### src/rtl/fp_wb_stage_pkg.sv
// Shared FPU definitions for the FP writeback stage: widths, flag positions,
// recoded-exponent constants, unit encoding and the recoded-to-IEEE helper.
package fp_wb_stage_pkg;

  localparam int FLEN = 33;

  localparam int FLAG_NV = 4;
  localparam int FLAG_DZ = 3;
  localparam int FLAG_OF = 2;
  localparam int FLAG_UF = 1;
  localparam int FLAG_NX = 0;

  localparam logic [8:0] REC_EXP_OFS      = 9'h081;
  localparam logic [8:0] REC_EXP_MIN_NORM = 9'h082;
  localparam logic [2:0] REC_CLS_ZERO     = 3'b000;
  localparam logic [2:0] REC_CLS_INF      = 3'b110;
  localparam logic [2:0] REC_CLS_NAN      = 3'b111;

  typedef enum logic {
    UNIT_SHORT = 1'b0,
    UNIT_LONG  = 1'b1
  } fp_unit_e;

  function automatic logic [31:0] rec_to_ieee(input logic [32:0] rec);
    logic        s;
    logic [8:0]  r;
    logic [22:0] f;
    logic [7:0]  e;
    logic [22:0] m;
    logic [23:0] sig;
    logic [8:0]  sh;
    s   = rec[32];
    r   = rec[31:23];
    f   = rec[22:0];
    sig = {1'b1, f};
    sh  = REC_EXP_MIN_NORM - r;
    e   = 8'h00;
    m   = 23'h0;
    if (r[8:6] == REC_CLS_ZERO) begin
      e = 8'h00;
      m = 23'h0;
    end else if (r[8:6] == REC_CLS_INF) begin
      e = 8'hFF;
      m = 23'h0;
    end else if (r[8:6] == REC_CLS_NAN) begin
      e = 8'hFF;
      m = f;
    end else if (r >= REC_EXP_MIN_NORM) begin
      e = 8'(r - REC_EXP_OFS);
      m = f;
    end else begin
      // Subnormal: restore the hidden one and denormalise into the fraction.
      m = 23'(sig >> sh);
    end
    return {s, e, m};
  endfunction

endpackage

### src/rtl/fp_wb_stage_lat_pipe.sv
// Fixed-latency {valid, rd, wflags} delay line; valid bits clear on reset or flush,
// payload fields are plain shift registers.
module fp_lat_pipe #(
  parameter int LAT = 2
) (
  input  logic       clock,
  input  logic       reset,
  input  logic       flush,
  input  logic       in_v,
  input  logic [4:0] in_rd,
  input  logic       in_wflags,
  output logic       out_v,
  output logic [4:0] out_rd,
  output logic       out_wflags
);

  logic [LAT-1:0] v_q;
  logic [LAT-1:0] wf_q;
  logic [4:0]     rd_q [LAT];

  always_ff @(posedge clock) begin
    if (!reset || flush) begin
      v_q <= '0;
    end else begin
      v_q[0] <= in_v;
      for (int i = 1; i < LAT; i++) begin
        v_q[i] <= v_q[i-1];
      end
    end
  end

  always_ff @(posedge clock) begin
    rd_q[0] <= in_rd;
    wf_q[0] <= in_wflags;
    for (int i = 1; i < LAT; i++) begin
      rd_q[i] <= rd_q[i-1];
      wf_q[i] <= wf_q[i-1];
    end
  end

  assign out_v      = v_q[LAT-1];
  assign out_rd     = rd_q[LAT-1];
  assign out_wflags = wf_q[LAT-1];

endmodule

### src/rtl/fp_wb_stage.sv
// FP writeback stage: reserves the single regfile write port at issue, tracks
// in-flight short/long ops and accumulates fflags. FP_WB_IEEE_EN adds wb_ieee.
module fp_wb_stage #(
  parameter int SHORT_LAT = 2,
  parameter int LONG_LAT  = 4,
  parameter int FLEN      = fp_wb_stage_pkg::FLEN
) (
  input  logic            clock,
  input  logic            reset,
  input  logic            issue_valid,
  input  logic            issue_unit,
  input  logic [4:0]      issue_rd,
  input  logic            issue_wflags,
  output logic            issue_ready,
  input  logic            flush,
  input  logic [FLEN-1:0] short_data,
  input  logic [4:0]      short_exc,
  input  logic [FLEN-1:0] long_data,
  input  logic [4:0]      long_exc,
  output logic            wb_valid,
  output logic [4:0]      wb_rd,
  output logic [FLEN-1:0] wb_data,
  input  logic            fflags_clr,
  output logic [4:0]      fflags_acc,
  output logic            busy
`ifdef FP_WB_IEEE_EN
  ,
  output logic [31:0]     wb_ieee
`endif
);

  import fp_wb_stage_pkg::*;

  logic [LONG_LAT-1:0] r_q, r_d;
  logic [4:0]          fflags_q, fflags_d;
  logic                accept;
  logic                s_v, s_wf, l_v, l_wf;
  logic [4:0]          s_rd, l_rd;
  logic                sel_wf;
  logic [4:0]          sel_exc;

  // R[k] set means the write port is taken k cycles from now; the long
  // latency indexes past the top of R, so the long unit never sees a clash.
  always_comb begin
    issue_ready = 1'b0;
    if (!flush) begin
      issue_ready = (issue_unit == UNIT_SHORT) ? !r_q[SHORT_LAT] : 1'b1;
    end
  end

  assign accept = issue_valid & issue_ready;

  always_comb begin
    r_d = r_q >> 1;
    if (accept) begin
      if (issue_unit == UNIT_SHORT) begin
        r_d[SHORT_LAT-1] = 1'b1;
      end else begin
        r_d[LONG_LAT-1] = 1'b1;
      end
    end
    if (flush) begin
      r_d = '0;
    end
  end

  always_ff @(posedge clock) begin
    if (!reset) begin
      r_q      <= '0;
      fflags_q <= '0;
    end else begin
      r_q      <= r_d;
      fflags_q <= fflags_d;
    end
  end

  fp_lat_pipe #(.LAT(SHORT_LAT)) u_short_pipe (
    .clock      (clock),
    .reset      (reset),
    .flush      (flush),
    .in_v       (accept & (issue_unit == UNIT_SHORT)),
    .in_rd      (issue_rd),
    .in_wflags  (issue_wflags),
    .out_v      (s_v),
    .out_rd     (s_rd),
    .out_wflags (s_wf)
  );

  fp_lat_pipe #(.LAT(LONG_LAT)) u_long_pipe (
    .clock      (clock),
    .reset      (reset),
    .flush      (flush),
    .in_v       (accept & (issue_unit == UNIT_LONG)),
    .in_rd      (issue_rd),
    .in_wflags  (issue_wflags),
    .out_v      (l_v),
    .out_rd     (l_rd),
    .out_wflags (l_wf)
  );

  // Long wins a (theoretically impossible) double completion.
  assign wb_valid = s_v | l_v;
  assign wb_rd    = l_v ? l_rd      : s_rd;
  assign wb_data  = l_v ? long_data : short_data;
  assign sel_wf   = l_v ? l_wf      : s_wf;
  assign sel_exc  = l_v ? long_exc  : short_exc;

  always_comb begin
    fflags_d = fflags_clr ? 5'h00 : fflags_q;
    if (wb_valid && sel_wf) begin
      fflags_d = fflags_d | sel_exc;
    end
  end

  assign fflags_acc = fflags_q;
  assign busy       = |r_q;

`ifdef FP_WB_IEEE_EN
  assign wb_ieee = rec_to_ieee(wb_data);
`endif

endmodule

### config.mk
export PLATFORM = sky130hd
export DESIGN_NAME = fp_wb_stage
export DESIGN_NICKNAME = d
export VERILOG_FILES = /design/src/rtl/fp_wb_stage_pkg.sv /design/src/rtl/fp_wb_stage_lat_pipe.sv /design/src/rtl/fp_wb_stage.sv
export SDC_FILE = /design/constraint.sdc
export NUM_CORES = 1
export LEC_CHECK = 0
export CAP_MARGIN = 20
export CORE_MARGIN = 5
export CORE_UTILIZATION = 33
export DETAILED_ROUTE_END_ITERATION = 8
export GPL_TIMING_DRIVEN = 0
export PLACE_DENSITY = 0.86
export REMOVE_ABC_BUFFERS = 1
export SLEW_MARGIN = 20
export SYNTH_ARGS = -nofsm -noshare
export SYNTH_HDL_FRONTEND = slang
export SYNTH_SLANG_ARGS = --single-unit
### constraint.sdc
create_clock -name clock -period 2.5 [get_ports clock]
set_clock_uncertainty 0.15 [all_clocks]
set_input_delay 0.25 -clock clock [delete_from_list [all_inputs] [get_ports clock]]
set_output_delay 0.25 -clock clock [all_outputs]
set_load 0.03 [all_outputs]
==> metrics.txt <==
outcome=complete, no violations; PwrDens=464 nW/um2; via count=between 1000 and 1500; WP buf/inv=2; synth warn=0; clock power share=0.287; Pleak=1.11 nW; Clock transition at path regs=roughly 60 ps; Tcrit/Tclk final=0.964; Mean Syn Cell Area=12.5 um2; register area share after synthesis=0.533; Combinational Power Share=0.236; count leader, synth=dfxtp_1; maximum fanout along the worst path=31; Synth Area in Compound Gates=0.0325; Async S/R FF share, synth=0; Slowest-stage cell, CP=clkdlybuf4s50_1; detailed-route DRC error count=0; Commonest cells post-synth=dfxtp_1 (39), mux2_2 (38), and2_1 (6), nand2_1 (6); WHS=178 ps; Die X=76.6 um; WP data required=~2100 ps; post-synthesis xor/xnor area fraction=0; Die H=around 77 um; Routed WL per cell=16.6 um; total track usage=0.174; Setup violations, final=0; vias in the first global route=1383; vias per inst=4.53; Place WS=240 ps; Area growth syn-to-layout=100%; DP Area=2840 um2; cell taking the most area after synthesis=dfxtp_1; max-cap violations=0; Setup crit end kind=output port; top cells by area, synth=dfxtp_1 (53%), mux2_2 (29%), mux2i_1 (3.4%); Detailed Place HPWL=4350 um; initial antenna violation count=0; type of origin of the critical path=flip-flop; Cells after Synth=roughly 120; CTS sink count=39; initial core utilization=0.339; post-route cell area=2930 um2; Final Wtd Congestion=around 0.83; Slew headroom=0.754; Synth Area in Simple Gates=0.0795; Clock Latency Late Sink=280 ps; H-tree depth=2; share of cells above drive strength 1=0.193; Post-Synth Adder-Cell Area=0; Final Max Tran Viols=0; Post-synth EDFFs=0; Post-Syn Area=around 1500 um2; Final Hold Fails=0; Iteration-0 DRC Markers=30; Worst VDD drop=around 0.43 mV; crit path DAT=2010 ps; largest net degree at the start of global routing=32; post-route ant nets=0; setup TNS=0 ps; global-route wire length before repair=7870 um; main combinational cell family by area after synthesis=multiplexers; Port Buf Inserts=around 130; unique cell type count in the Yosys netlist=17; Largest delay share family, worst path=buffers and inverters; Tot Pwr=between 1 and 1.5 mW; CP max stage delay=610 ps; Flop pwr share=0.477; CTS tree=yes; min cycle time layout=2410 ps; P_int=1.04 mW; FF+latch count, synth=39; # IOs=134; CTS Buf Count=5; diode count=0; mux cell area share after synthesis=0.326; floorplan core area=4320 um2; worst-margin pin slew=368 ps; Setup WS post-layout=between 80 and 90 ps; die area=5870 um2; RSZ-0062 raised after global routing=false; CP cell instances=buf_12 > mux2_2 > clkdlybuf4s50_1; Psw=324 uW; Row Count=24; Post-layout nets=341; critical path type=flip-flop to output port; Synth top area share=0.533; Reg2Reg Setup Slack=between 1000 and 1500 ps; Hold/Removal Path Class=flip-flop to flip-flop; Root Driver=clkbuf_8; maximum clock rate=415 MHz; 1st-pass router iterations=4; clock buffer depth=2; predominant post-synthesis flop cell=dfxtp_1; Switching Fraction=0.238; final WL=5080 um; total gr overflow=0
-- final timing paths --
check | startpoint | endpoint | cells after the start
setup / recovery | u_long_pipe.v_q[3] | wb_data[19] | 3
hold / removal | u_long_pipe.rd_q[0][2] | u_short_pipe.rd_q[0][7] | 0
setup reg to reg | u_long_pipe.v_q[3] | fflags_acc[3] | 3
hold reg to reg | u_long_pipe.rd_q[0][2] | u_short_pipe.rd_q[0][7] | 0
-- worst reg2reg max path: stages, from the launching register on --
cell and delay (ps):
dfxtp_4 500, and4b_1 240, a31oi_2 240, o21ai_0 140
-- per-layer routing --
| layer | routed length [um] | share of wire | vias up | GRT usage |
|---|---|---|---|---|
| met5 | 0 | 0 | - | 0 |
| li1 | - | - | 680 | - |
| met2 | 2470 | 0.49 | 78 | 0.291 |
| met1 | 2090 | 0.41 | 618 | 0.202 |
| met3 | 416 | 0.082 | 9 | 0.0603 |
| met4 | 104 | 0.020 | 0 | 0.0699 |
-- state kept, by name (all words and copies together), names as in the netlist --
register,cells
u_long_pipe.rd_q,16
fflags_acc,5
r_q,4
u_long_pipe.v_q,4
u_long_pipe.wf_q,4
u_short_pipe.rd_q,4
u_short_pipe.v_q,2
-- power groups by stage --
stage | sequential (mW) | clock [mW] | combinational (mW)
2_1_floorplan | 0.663 | 0 | 0.115
3_3_place_gp | 0.664 | 0 | 0.318
3_5_place_dp | 0.666 | 0 | 0.323
4_1_cts | 0.651 | 0.411 | 0.324
5_1_grt | 0.652 | 0.433 | 0.338
6_report | 0.650 | 0.390 | 0.321
-- cell families after synthesis --
kind of cell           after synthesis
multiplexers                        43
flip-flops                          39
AND/OR/NAND/NOR                     21
AO/OA/AOI/OAI                        8
buffers and inverters                6
-- cell type report --
cell class	instances	area (um2)
Multi-Input combinational cell	72	642
Tap cell	52	65.1
Clock inverter	2	12.5
Inverter	1	3.75
Clock buffer	6	72.6
Timing Repair Buffer	134	1350
Fill cell	369	1390
Sequential cell	39	785
-- repair_timing --
action                                  in CTS  in global routing
endpoints found under the setup margin      31                  1
gates cloned                                 0                  0
setup buffers                                0                  0
hold buffers                                 0                  0
gates resized for setup                      1                  1
-- cells in the final DEF, fill, tap and decap left out --
master and n:
a21oi_1 2, a31oi_2 1, and2_1 6, and2b_1 1
and4b_1 1, buf_12 1, clkbuf_1 1, clkbuf_8 5
clkdlybuf4s50_1 132, clkinv_2 1, clkinvlp_4 1, dfxtp_1 38
dfxtp_4 1, dlymetal6s2s_1 1, inv_1 1, mux2_2 38
mux2i_1 5, nand2_1 6, nor2_1 2, nor2b_1 2
nor3_1 1, o21ai_0 5, or2_2 1, or4_1 1
-- stage by stage --
| stage | std cells | util |
|---|---|---|
| 3_5_place_dp | 298 | 0.658 |
| 4_1_cts | 306 | 0.678 |
| 6_report | 306 | 0.679 |
| 3_3_place_gp | 297 | 0.653 |
| 2_1_floorplan | 112 | - |
| 5_1_grt | 306 | 0.679 |
No activity file was read; power rests on OpenSTA's default activity.
